`src/rtl/gen192_sendtime_sendesc.sv`:
```
// ============================================================================
// gen192_sendtime_sendesc : legal 192-bit control-word source (IDLE/ESC runs + SYNC on request)
// Optional stall checker: define GEN192_STALL_CHK_EN.                rev 1.0
// ============================================================================
`default_nettype none

`ifndef ESC_CHAR
`define ESC_CHAR  48'h1b1b_1b1b_1b1b
`endif
`ifndef IDLE_CHAR
`define IDLE_CHAR 48'h0707_0707_0707
`endif
`ifndef SYNC_CHAR
`define SYNC_CHAR 37'h1a_5a5a_c3c3
`endif

module gen192_sendtime_sendesc #(
   parameter int IDLE_GAP  = 8,
   parameter int ESC_BURST = 2,
   parameter int STALL_MAX = 1000
) (
   input  logic         clk,
   input  logic         reset_n,
   input  logic         en,
   input  logic         full,
   input  logic         sendtime,
   output logic         push,
   output logic [191:0] data,
   output logic [15:0]  sync_cnt,
   output logic         stall_err
);

   localparam logic [191:0] IDLE_W    = {4{`IDLE_CHAR}};
   localparam logic [191:0] ESC_W     = {4{`ESC_CHAR}};
   localparam logic [191:0] SYNC_W    = {4{{`SYNC_CHAR, 11'h0}}};
   localparam logic [10:0]  IDLE_LAST = 11'(IDLE_GAP - 1);
   localparam logic [10:0]  ESC_LAST  = 11'(ESC_BURST - 1);

   typedef enum logic [1:0] {
      S_IDLE = 2'd0,
      S_ESC  = 2'd1,
      S_SYNC = 2'd2
   } state_t;

   state_t         state_q, state_d;
   state_t         saved_q, saved_d;
   state_t         run_next;
   logic [10:0]    run_cnt_q, run_cnt_d, run_cnt_nxt;
   logic           sync_pend_q, sync_pend_d;
   logic [15:0]    sync_cnt_q, sync_cnt_d;
   logic [191:0]   data_q, data_d;

   function automatic logic [191:0] word_of(input state_t s);
      case (s)
         S_ESC:   word_of = ESC_W;
         S_SYNC:  word_of = SYNC_W;
         default: word_of = IDLE_W;
      endcase
   endfunction

   assign push = en & ~full & reset_n;

   always_comb begin
      state_d     = state_q;
      saved_d     = saved_q;
      run_cnt_d   = run_cnt_q;
      sync_pend_d = sync_pend_q | sendtime;
      sync_cnt_d  = sync_cnt_q;
      data_d      = data_q;
      run_next    = state_q;
      run_cnt_nxt = run_cnt_q;

      // Where the current run goes after one more accepted word.
      case (state_q)
         S_IDLE: begin
            if (run_cnt_q == IDLE_LAST) begin
               run_cnt_nxt = 11'd0;
               run_next    = S_ESC;
            end else begin
               run_cnt_nxt = run_cnt_q + 11'd1;
            end
         end
         S_ESC: begin
            if (run_cnt_q == ESC_LAST) begin
               run_cnt_nxt = 11'd0;
               run_next    = S_IDLE;
            end else begin
               run_cnt_nxt = run_cnt_q + 11'd1;
            end
         end
         default: run_next = saved_q;
      endcase

      if (push) begin
         sync_pend_d = 1'b0;
         if (state_q == S_SYNC) begin
            sync_cnt_d = sync_cnt_q + 16'd1;
         end else begin
            run_cnt_d = run_cnt_nxt;
         end
         if (sync_pend_q | sendtime) begin
            state_d = S_SYNC;
            saved_d = run_next;
         end else begin
            state_d = run_next;
         end
         data_d = word_of(state_d);
      end
   end

   always_ff @(posedge clk or negedge reset_n) begin
      if (!reset_n) begin
         state_q     <= S_IDLE;
         saved_q     <= S_IDLE;
         run_cnt_q   <= 11'd0;
         sync_pend_q <= 1'b0;
         sync_cnt_q  <= 16'd0;
         data_q      <= IDLE_W;
      end else begin
         state_q     <= state_d;
         saved_q     <= saved_d;
         run_cnt_q   <= run_cnt_d;
         sync_pend_q <= sync_pend_d;
         sync_cnt_q  <= sync_cnt_d;
         data_q      <= data_d;
      end
   end

   assign data     = data_q;
   assign sync_cnt = sync_cnt_q;

`ifdef GEN192_STALL_CHK_EN
   localparam logic [10:0] STALL_LIM = 11'(STALL_MAX);

   logic [10:0] stall_cnt_q, stall_cnt_d;
   logic        stall_err_q, stall_err_d;

   always_comb begin
      stall_cnt_d = stall_cnt_q;
      if (push || !en) begin
         stall_cnt_d = 11'd0;
      end else if (full && (stall_cnt_q != STALL_LIM)) begin
         stall_cnt_d = stall_cnt_q + 11'd1;
      end
      stall_err_d = (stall_cnt_d == STALL_LIM);
   end

   always_ff @(posedge clk or negedge reset_n) begin
      if (!reset_n) begin
         stall_cnt_q <= 11'd0;
         stall_err_q <= 1'b0;
      end else begin
         stall_cnt_q <= stall_cnt_d;
         stall_err_q <= stall_err_d;
      end
   end

   assign stall_err = stall_err_q;
`else
   assign stall_err = 1'b0;
`endif

endmodule

`default_nettype wire

```
`config.mk`:
```
export PLATFORM = sky130hd
export DESIGN_NAME = gen192_sendtime_sendesc
export DESIGN_NICKNAME = d
export VERILOG_FILES = /design/src/rtl/gen192_sendtime_sendesc.sv
export SDC_FILE = /design/constraint.sdc
export NUM_CORES = 1
export LEC_CHECK = 0
export ABC_AREA = 1
export BUFFER_PORTS_ARGS = -buffer_cell sky130_fd_sc_hd__buf_4
export CORE_UTILIZATION = 47
export DETAILED_ROUTE_END_ITERATION = 10
export MAX_ROUTING_LAYER = met4
export PLACE_DENSITY = 0.92
export SLEW_MARGIN = 40
export SYNTH_ARGS = -nofsm -noshare
export SYNTH_HDL_FRONTEND = slang
export SYNTH_SLANG_ARGS = --single-unit
export TNS_END_PERCENT = 100
```
`constraint.sdc`:
```
create_clock -name clk -period 2.43 [get_ports clk]
set_input_delay 0.3645 -clock clk [delete_from_list [all_inputs] [get_ports clk]]
set_output_delay 0.3645 -clock clk [all_outputs]
set_load 0.01 [all_outputs]
```
==> results of run 1 <==
final cells by class:
class	instances	area [um^2]	area share
Multi-Input combinational cell	241	1170	0.325
Clock inverter	2	12.5	0.00346
Clock buffer	6	82.6	0.0229
Timing Repair Buffer	152	1140	0.317
Tap cell	96	120	0.0333
Sequential cell	38	956	0.265
Inverter	33	125	0.0346
tightest hold or removal path, stage by stage:
cell    delay [ns]
buf_4         0.10
nor2_4        0.07
nor2_1        0.09
cells in the mapped netlist, drive strengths merged:
library cell / number
nand3b: 1
nand4: 8
a21o: 1
o21a: 1
ha: 7
xnor2: 5
clkinv: 1
dfstp: 3
nor3: 10
nor3b: 1
buf: 188
xor2: 10
nand3: 19
nand2: 69
inv: 32
conb: 2
clkbuf: 2
dfrtp: 35
o21ai: 13
nor2: 29
a21oi: 2
sequential cells by signal (all words and copies together), names as in the netlist:
signal / cells
sync_cnt: 16
data: 6
run_cnt_q: 11
sync_pend_q: 1
state_q: 2
saved_q: 2
final timing paths:
path	start	endpoint	slack, ns	cells after the start
min in group asynchronous	reset_n	data[188]$_DFFE_PN0P_	0.43	2
worst min register to register	saved_q[1]$_DFFE_PN0P_	saved_q[1]$_DFFE_PN0P_	0.49	2
max in group asynchronous	reset_n	run_cnt_q[5]$_DFFE_PN0P_	1.40	3
worst min-delay path	full	sync_pend_q$_DFF_PN0_	0.36	3
worst max-delay path	reset_n	run_cnt_q[7]$_DFFE_PN0P_	0.42	8
worst max register to register	run_cnt_q[0]$_DFFE_PN0P_	data[188]$_DFFE_PN0P_	0.57	9
power by group:
part | internal (mW) | total, mW | switching (mW)
clock network | 0.228 | 0.458 | 0.230
logic | 0.398 | 0.827 | 0.429
registers | 0.735 | 0.908 | 0.173
what timing repair did:
action,4_1_cts,5_1_grt
endpoints found under the hold margin,2,0
hold buffers,1,0
gates resized for setup,0,0
layer usage:
| metal | global-route usage | up-vias | part of all wire |
|---|---|---|---|
| li1 | - | 1163 | - |
| met5 | - | - | 0 |
| met1 | 0.175 | 1113 | 0.39 |
| met4 | 0.0805 | 0 | 0.019 |
| met2 | 0.269 | 133 | 0.52 |
| met3 | 0.0265 | 12 | 0.065 |
cell families (layout without fill, tap and decap cells):
group / after synthesis / count (layout) / synth area share
AND/OR/NAND/NOR: 137 / 137 / 0.180
other: 2 / 65 / 0.00219
AO/OA/AOI/OAI: 17 / 17 / 0.0262
flip-flops: 38 / 38 / 0.278
adder cells (fa/ha/maj): 7 / 7 / 0.0255
buffers and inverters: 223 / 193 / 0.449
XOR/XNOR: 15 / 15 / 0.0383
metrics by stage:
step           setup WS [ns]  instances   util  hold slack [ns]
5_1_grt                0.294        568  0.523            0.371
6_report               0.417        568  0.523            0.362
4_1_cts                0.452        568  0.523            0.360
3_3_place_gp           0.725        559  0.508            0.180
2_1_floorplan          0.806        502      -           0.0689
3_5_place_dp           0.615        559  0.508            0.187
==> flow_metrics.tcl, run 1 <==
set metrics [dict create \
    cts_sinks 38 \
    num_rows 30 \
    status "complete, no violations" \
    mostFrequentLayoutCells "buf_4, nand2_1, conb_1, dfrtp_1, inv_1" \
    vias 2421 \
    antenna_cells 0 \
    fill_cells 659 \
    fp.dieH_um 87.5 \
    setup_violations 0 \
    p_total_mw 2.19 \
    fin_setup_tns_ns 0 \
    synth_cell_types 29 \
    numPortBuffers 149 \
    yosys_warnings 0 \
    min_period_ns 2.01 \
    die_area_mm2 0.00765 \
    grt_use_total 0.157 \
    cp-end-kind "flip-flop" \
    dp_hpwl_mm 5.00 \
    cp_slowest_cell "dlygate4sd3_1" \
    core-area_mm2 0.00691 \
    drc 0 \
    postPlaceCellArea_mm2 0.00351 \
    grt_pass1_wl_mm 8.98 \
    syn_area_mm2 0.00343 \
    clock_latency_ns 0.30 \
    crit_buf_inv 3 \
    antenna_found_initial 0 \
    clock.fmax_mhz 497 \
    synth_top_cell_area_share 0.409 \
    routed_wl_mm 6.37 \
    ios 215 \
    ys_seq_area_frac 0.278 \
    synthTopCellsByArea "buf_4, dfrtp_1, nand2_1" \
    crit_type "input pin to flip-flop" \
    synth.avg_cell_area_um2 7.82 \
    cpMostUsedCell "buf_4" \
    place_congestion 0.950 \
    grt_pass1_vias 1950 \
    worst_pin_slew_ns 0.750 \
    drt_pass1_iterations 5 \
    grt_overflow 0 \
    final_nets 483 \
    yosysTopAreaCell "buf_4" \
    clk_path_buf_depth 2 \
    clock-root-buffer "clkbuf_8" \
    crit_family "buffers and inverters" \
    drtIter0Drc 109 \
    relSlewSlack 0.500 \
    crit_arrival_ns 2.24 \
    cts_tree "done" \
    ys_seq_elements 38 \
    cts.htree.levels 2 \
    die_w_um 87.5 \
    tritoncts.num_buffers 5 \
    p_leak_nw 2.05 \
    syn_to_final_growth_pct 5.21 \
    vdd_drop_max_mv 0.400 \
    cp.required_ns 2.66 \
    syn-instance-count 439 \
    crit_chain "dlygate4sd3_1 -> buf_4 -> nand3_1 -> nor2_1 -> buf_4 -> nand2_1 -> nor3_1 -> xor2_1" \
    skew_ns 0.00700 \
    worstHoldPathType "input pin to flip-flop" \
    grt_max_degree 34 \
    finalHoldViolations 0 \
    final_common_cell "buf_4" \
    vias_per_cell 4.26 \
    start_util 0.497 \
    drive_gt1_frac 0.362 \
    wl_per_cell_um 11.2 \
    cp-start-kind "input pin" \
    finalCritPeriodShare 0.829 \
    rsz0062_at_grt "no" \
    clkTransAtPathRegs_ns 0.07 \
    drv_cap 0 \
    drv_slew 0 \
    stdcell_area_mm2 0.00361 \
    power.density_mw_per_mm2 607 \
    final_antenna_net_count 0 \
    cp_max_fo 13 \
    cpPeakStageDelay_ns 0.53 \
    cts_setup_buffers 0 \
]
No activity file was read; power rests on OpenSTA's default activity.
==> run 2: changes to the inputs <==
Settings changed: CORE_UTILIZATION 47 to 40, PLACE_DENSITY 0.92 to 0.84.
Clock period 2.43 ns to 1.7 ns, I/O delays scaled along.
==> run 2 against run 1 <==
  * Hold slack worse by 0.33 ns
  * Largest power group is now combinational cells
  * First-iteration DRC count is 3.7% lower
  * Clock skew is 0.0043 ns lower
  * Die area is 17% higher
  * Critical path type is now flip-flop to flip-flop
  * Highest routed layer unchanged
  * Routed wire length is 2.2% lower
  * Largest cell class unchanged
  * Clock power is 65% higher
  * Register-to-register slack worse by 0.52 ns
  * Via count is 1.4% higher
==> flow_metrics.tcl, run 2 (same netlist as run 1, synthesis figures left out) <==
set metrics [dict create \
    clock-root-buffer "clkbuf_8" \
    power_frac_clock 0.227 \
    grt_overflow 0 \
    clock_latency_ns 0.29 \
    mostFrequentLayoutCells "buf_4, conb_1, nand2_1, dfrtp_1, inv_1" \
    syn_to_final_growth_pct 9.58 \
    tritoncts.num_buffers 5 \
    dp_hpwl_mm 4.76 \
    crit_arrival_ns 1.83 \
    setup_violations 0 \
    swShare 0.363 \
    worstHoldPathType "input pin to asynchronous set/reset pin" \
    grt_pass1_vias 1977 \
    grt_max_degree 39 \
    finalCritPeriodShare 0.968 \
    fin_setup_tns_ns 0 \
    cts.htree.levels 2 \
    antenna_found_initial 0 \
    relSlewSlack 0.555 \
    cts_tree "done" \
    worst_pin_slew_ns 0.668 \
    drv_slew 0 \
    intPower_mw 2.12 \
    cp-start-kind "flip-flop" \
    fill_cells 814 \
    clock.fmax_mhz 607 \
    skew_ns 0.00270 \
    drive_gt1_frac 0.397 \
    switchingPower_mw 1.21 \
    drtIter0Drc 105 \
    final_util 0.456 \
    vias 2456 \
    power.density_mw_per_mm2 885 \
    drc 0 \
    min_period_ns 1.65 \
    grt_pass1_wl_mm 9.04 \
    cp.required_ns 1.89 \
    ios 215 \
    final_antenna_net_count 0 \
    final_nets 492 \
    place_congestion 0.871 \
    finalHoldViolations 0 \
    rsz0062_at_grt "yes" \
    fp.dieH_um 94.6 \
    routed_wl_mm 6.23 \
    clkTransAtPathRegs_ns 0.07 \
    die_w_um 94.6 \
    drt_pass1_iterations 4 \
    cts_sinks 38 \
    p_total_mw 3.33 \
    vias_per_cell 4.19 \
    grt_use_total 0.131 \
    num_rows 33 \
    cp-end-kind "flip-flop" \
    vdd_drop_max_mv 0.401 \
    final_common_cell "buf_4" \
    seq_power_share 0.380 \
    final_cells 586 \
    drv_cap 0 \
    start_util 0.416 \
    p_leak_nw 2.13 \
    core-area_mm2 0.00826 \
    dp_cells 574 \
    numPortBuffers 149 \
    combPwrFrac 0.393 \
    holdWs_ns 0.0332 \
    clk_path_buf_depth 2 \
    largest_reg_flops 16 \
    cp_max_fo 3 \
    crit_type "flip-flop to flip-flop" \
    wl_per_cell_um 10.6 \
    die_area_mm2 0.00896 \
    status "complete, no violations" \
    antenna_cells 0 \
]
-- run 2: changes by cell type in the layout (fill, tap and decap cells not counted), moves of 2 or more --
cell     delta
buf_4       +9
nand2_1     -4
nand2_2     +3
nor2_1      -3
nor2_2      +2
-- run 2: final cells by class --
type	instances	area (um^2)	share of cell area
Multi-Input combinational cell	241	1230	0.327
Timing Repair Buffer	161	1210	0.322
Sequential cell	38	955	0.254
Tap cell	105	131	0.0349
Inverter	33	125	0.0333
Clock buffer	5	68.8	0.0183
Clock inverter	3	40.0	0.0106
-- run 2: repair_timing --
item	in CTS	in global routing
hold buffers	0	0
pin swaps	0	1
gates cloned	0	0
resized for setup	3	14
endpoints found under the setup margin	4	39
buffers inserted	0	4
-- run 2: per-stage QoR --
stage                     worst slack, ns  cell area (um^2)
final                              0.0539              3760
after global routing              -0.0520              3760
after CTS                          0.0377              3680
after detailed placement          -0.0312              3560
after global placement             0.0420              3560
after floorplan                    0.0758              3670
-- run 2: power groups by stage --
stage                     registers [mW]  logic (mW)  clock network (mW)
after floorplan                     1.28        1.04                   0
after global placement              1.26        1.22                   0
after detailed placement            1.27        1.24                   0
after CTS                           1.26        1.24               0.775
after global routing                1.30        1.46               0.816
final                               1.26        1.31               0.756
-- run 2: path summary, 6_finish.rpt --
| check | startpoint | endpoint | slack [ns] | cells past startpoint |
|---|---|---|---|---|
| setup / recovery | run_cnt_q[0]$_DFFE_PN0P_ | data[188]$_DFFE_PN0P_ | 0.05 | 11 |
| hold / removal | reset_n | sync_cnt[4]$_DFFE_PN0P_ | 0.03 | 2 |
| setup reg to reg | run_cnt_q[0]$_DFFE_PN0P_ | data[188]$_DFFE_PN0P_ | 0.05 | 11 |
| hold reg to reg | data[188]$_DFFE_PN0P_ | data[188]$_DFFE_PN0P_ | 0.50 | 1 |
| max in group asynchronous | reset_n | data[170]$_DFFE_PN1P_ | 1.31 | 2 |
| min in group clk | sendtime | sync_pend_q$_DFF_PN0_ | 0.37 | 4 |
-- run 2: layer usage --
layer	up-vias	global-route usage	wire length, um
met3	11	0.0242	451
met2	128	0.231	3240
met4	0	0.0429	129
li1	1180	-	-
met1	1137	0.149	2410
met5	-	-	0
-- run 2: worst max-delay path, stage by stage (launching register included) --
cell and delay, ns:
dfrtp_1 0.40, buf_6 0.13, ha_4 0.14, nand2_1 0.07
nor2_2 0.04, nand3_1 0.10, nand2_2 0.09, nand3_4 0.08
nand2_4 0.06, ha_1 0.28, nand2_2 0.06, o21a_1 0.09
==> run 3: changes to the inputs <==
Settings changed: MAX_ROUTING_LAYER met4 to default.
==> run 3 against run 2 <==
  * Hold slack better by 0.0017 ns
  * Maximum frequency is 1.9% higher
  * Sequential power hardly changed
  * Critical path type unchanged
  * Largest power group is now sequential cells
  * Highest routed layer unchanged
==> flow_metrics.tcl, run 3 (same netlist as run 1, synthesis figures left out) <==
set metrics [dict create \
    cts_tree "done" \
    grt_pass1_vias 1900 \
    holdWs_ns 0.0349 \
    syn_to_final_growth_pct 10.5 \
    crit_type "flip-flop to flip-flop" \
    fin_ws_ns 0.0840 \
    clock_latency_ns 0.29 \
    cpMostUsedCell "nand2_1" \
    regArea_um2 960 \
    vdd_drop_max_mv 0.438 \
    power.density_mw_per_mm2 919 \
    crit_family "simple AND/OR/NAND/NOR gates" \
    drive_gt1_frac 0.402 \
    num_rows 33 \
    numPortBuffers 149 \
    place_ws_ns 0.00766 \
    die_area_mm2 0.00896 \
    drv_slew 0 \
    start_util 0.416 \
    combPwrFrac 0.361 \
    antenna_found_initial 0 \
    grt_overflow 0 \
    rr_endpoint "data[190]$_DFFE_PN0P_" \
    finalHoldViolations 0 \
    cp.depth 10 \
    crit_arrival_ns 1.80 \
    place_congestion 0.847 \
    cts.htree.levels 2 \
    p_leak_nw 2.13 \
    skew_ns 0.00654 \
    crit_buf_inv 1 \
    largest_reg_flops 16 \
    ios 215 \
    cts_sinks 38 \
    final_antenna_net_count 0 \
    die_w_um 94.6 \
    tritoncts.num_buffers 5 \
    clock.fmax_mhz 619 \
    routed_wl_mm 6.06 \
    stdcell_area_mm2 0.00379 \
    swShare 0.343 \
    seq_power_share 0.366 \
    finalCritPeriodShare 0.951 \
    reg2reg_slack_ns 0.08 \
    drt_pass1_iterations 4 \
    grt_use_total 0.122 \
    power_frac_clock 0.273 \
    crit_chain "ha_2 -> nand2_2 -> nor2_4 -> nand3_2 -> nand3_4 -> nand2_4 -> buf_4 -> ha_1 -> nand2_1 -> nand2_1" \
    clock-root-buffer "clkbuf_8" \
    drtIter0Drc 79 \
    worstHoldPathType "input pin to asynchronous set/reset pin" \
    hold_buffers 0 \
    regToRegStartpoint "run_cnt_q[0]$_DFFE_PN0P_" \
    cp-end-kind "flip-flop" \
    cp.required_ns 1.89 \
    cp-start-kind "flip-flop" \
    crit_start "run_cnt_q[0]$_DFFE_PN0P_" \
    core-area_mm2 0.00826 \
    p_total_mw 3.48 \
    dp_hpwl_mm 4.64 \
    setup_violations 0 \
    fp.dieH_um 94.6 \
    final_nets 491 \
    vias 2395 \
    clkTransAtPathRegs_ns 0.08 \
    fin_setup_tns_ns 0 \
    antenna_cells 0 \
    clk_path_buf_depth 2 \
    min_period_ns 1.62 \
    postPlaceCellArea_mm2 0.00357 \
    cp_slowest_cell "dfrtp_1" \
    drv_cap 0 \
    cp_max_fo 3 \
    cpPeakStageDelay_ns 0.38 \
    crit_end "data[190]$_DFFE_PN0P_" \
    wl_per_cell_um 10.4 \
    status "complete, no violations" \
    intPower_mw 2.29 \
    final_common_cell "buf_4" \
    fill_cells 788 \
    rsz0062_at_grt "yes" \
    final_util 0.459 \
    dp_cells 575 \
    multi_input_area_mm2 0.00123 \
    final_cells 585 \
    switchingPower_mw 1.19 \
    relSlewSlack 0.549 \
    drc 0 \
    worst_pin_slew_ns 0.677 \
    vias_per_cell 4.09 \
    mostFrequentLayoutCells "buf_4, conb_1, nand2_1, dfrtp_1, inv_1" \
    grt_max_degree 39 \
    grt_pass1_wl_mm 8.67 \
    worstRegToRegCells 10 \
]
## run 3: layout make-up
| type | instances | share of cell area |
|---|---|---|
| multi-input cells | 241 | 0.325 |
| repair buffers | 160 | 0.317 |
| flip-flops and latches | 38 | 0.253 |
| well taps | 105 | 0.0346 |
| inverters | 33 | 0.0330 |
| clock buffers | 6 | 0.0218 |
| clock inverters | 2 | 0.0158 |
## run 3: worst min-delay path by stage
stage,endpoint,slack (ns),cells after the start
floorplan,data[187]$_DFFE_PN0P_,-0.04,0
global placement,sync_cnt[2]$_DFFE_PN0P_,0.37,2
detailed placement,sync_cnt[2]$_DFFE_PN0P_,0.38,2
CTS,sync_cnt[13]$_DFFE_PN0P_,0.05,2
global route,sync_cnt[13]$_DFFE_PN0P_,0.08,2
finish,sync_cnt[13]$_DFFE_PN0P_,0.03,2
## run 3: what timing repair did
item | in CTS | in global routing
hold endpoints to repair | 0 | 0
setup endpoints to repair | 2 | 40
pin swaps | 0 | 9
gates resized for setup | 1 | 19
buffers inserted | 0 | 2
## run 3: power groups by stage
stage / registers [mW] / clock network, mW / logic [mW]
final: 1.27 / 0.952 / 1.26
after global routing: 1.31 / 1.03 / 1.39
after CTS: 1.26 / 0.984 / 1.23
after detailed placement: 1.28 / 0 / 1.22
after global placement: 1.26 / 0 / 1.22
after floorplan: 1.28 / 0 / 1.04
## run 3: layer usage
metal	part of all wire	GRT usage	vias up	wire, um
met2	0.52	0.219	117	3130
met4	0.014	0.0379	0	87
met3	0.071	0.0282	12	432
met5	0	0	-	0
met1	0.40	0.142	1087	2410
li1	-	-	1179	-
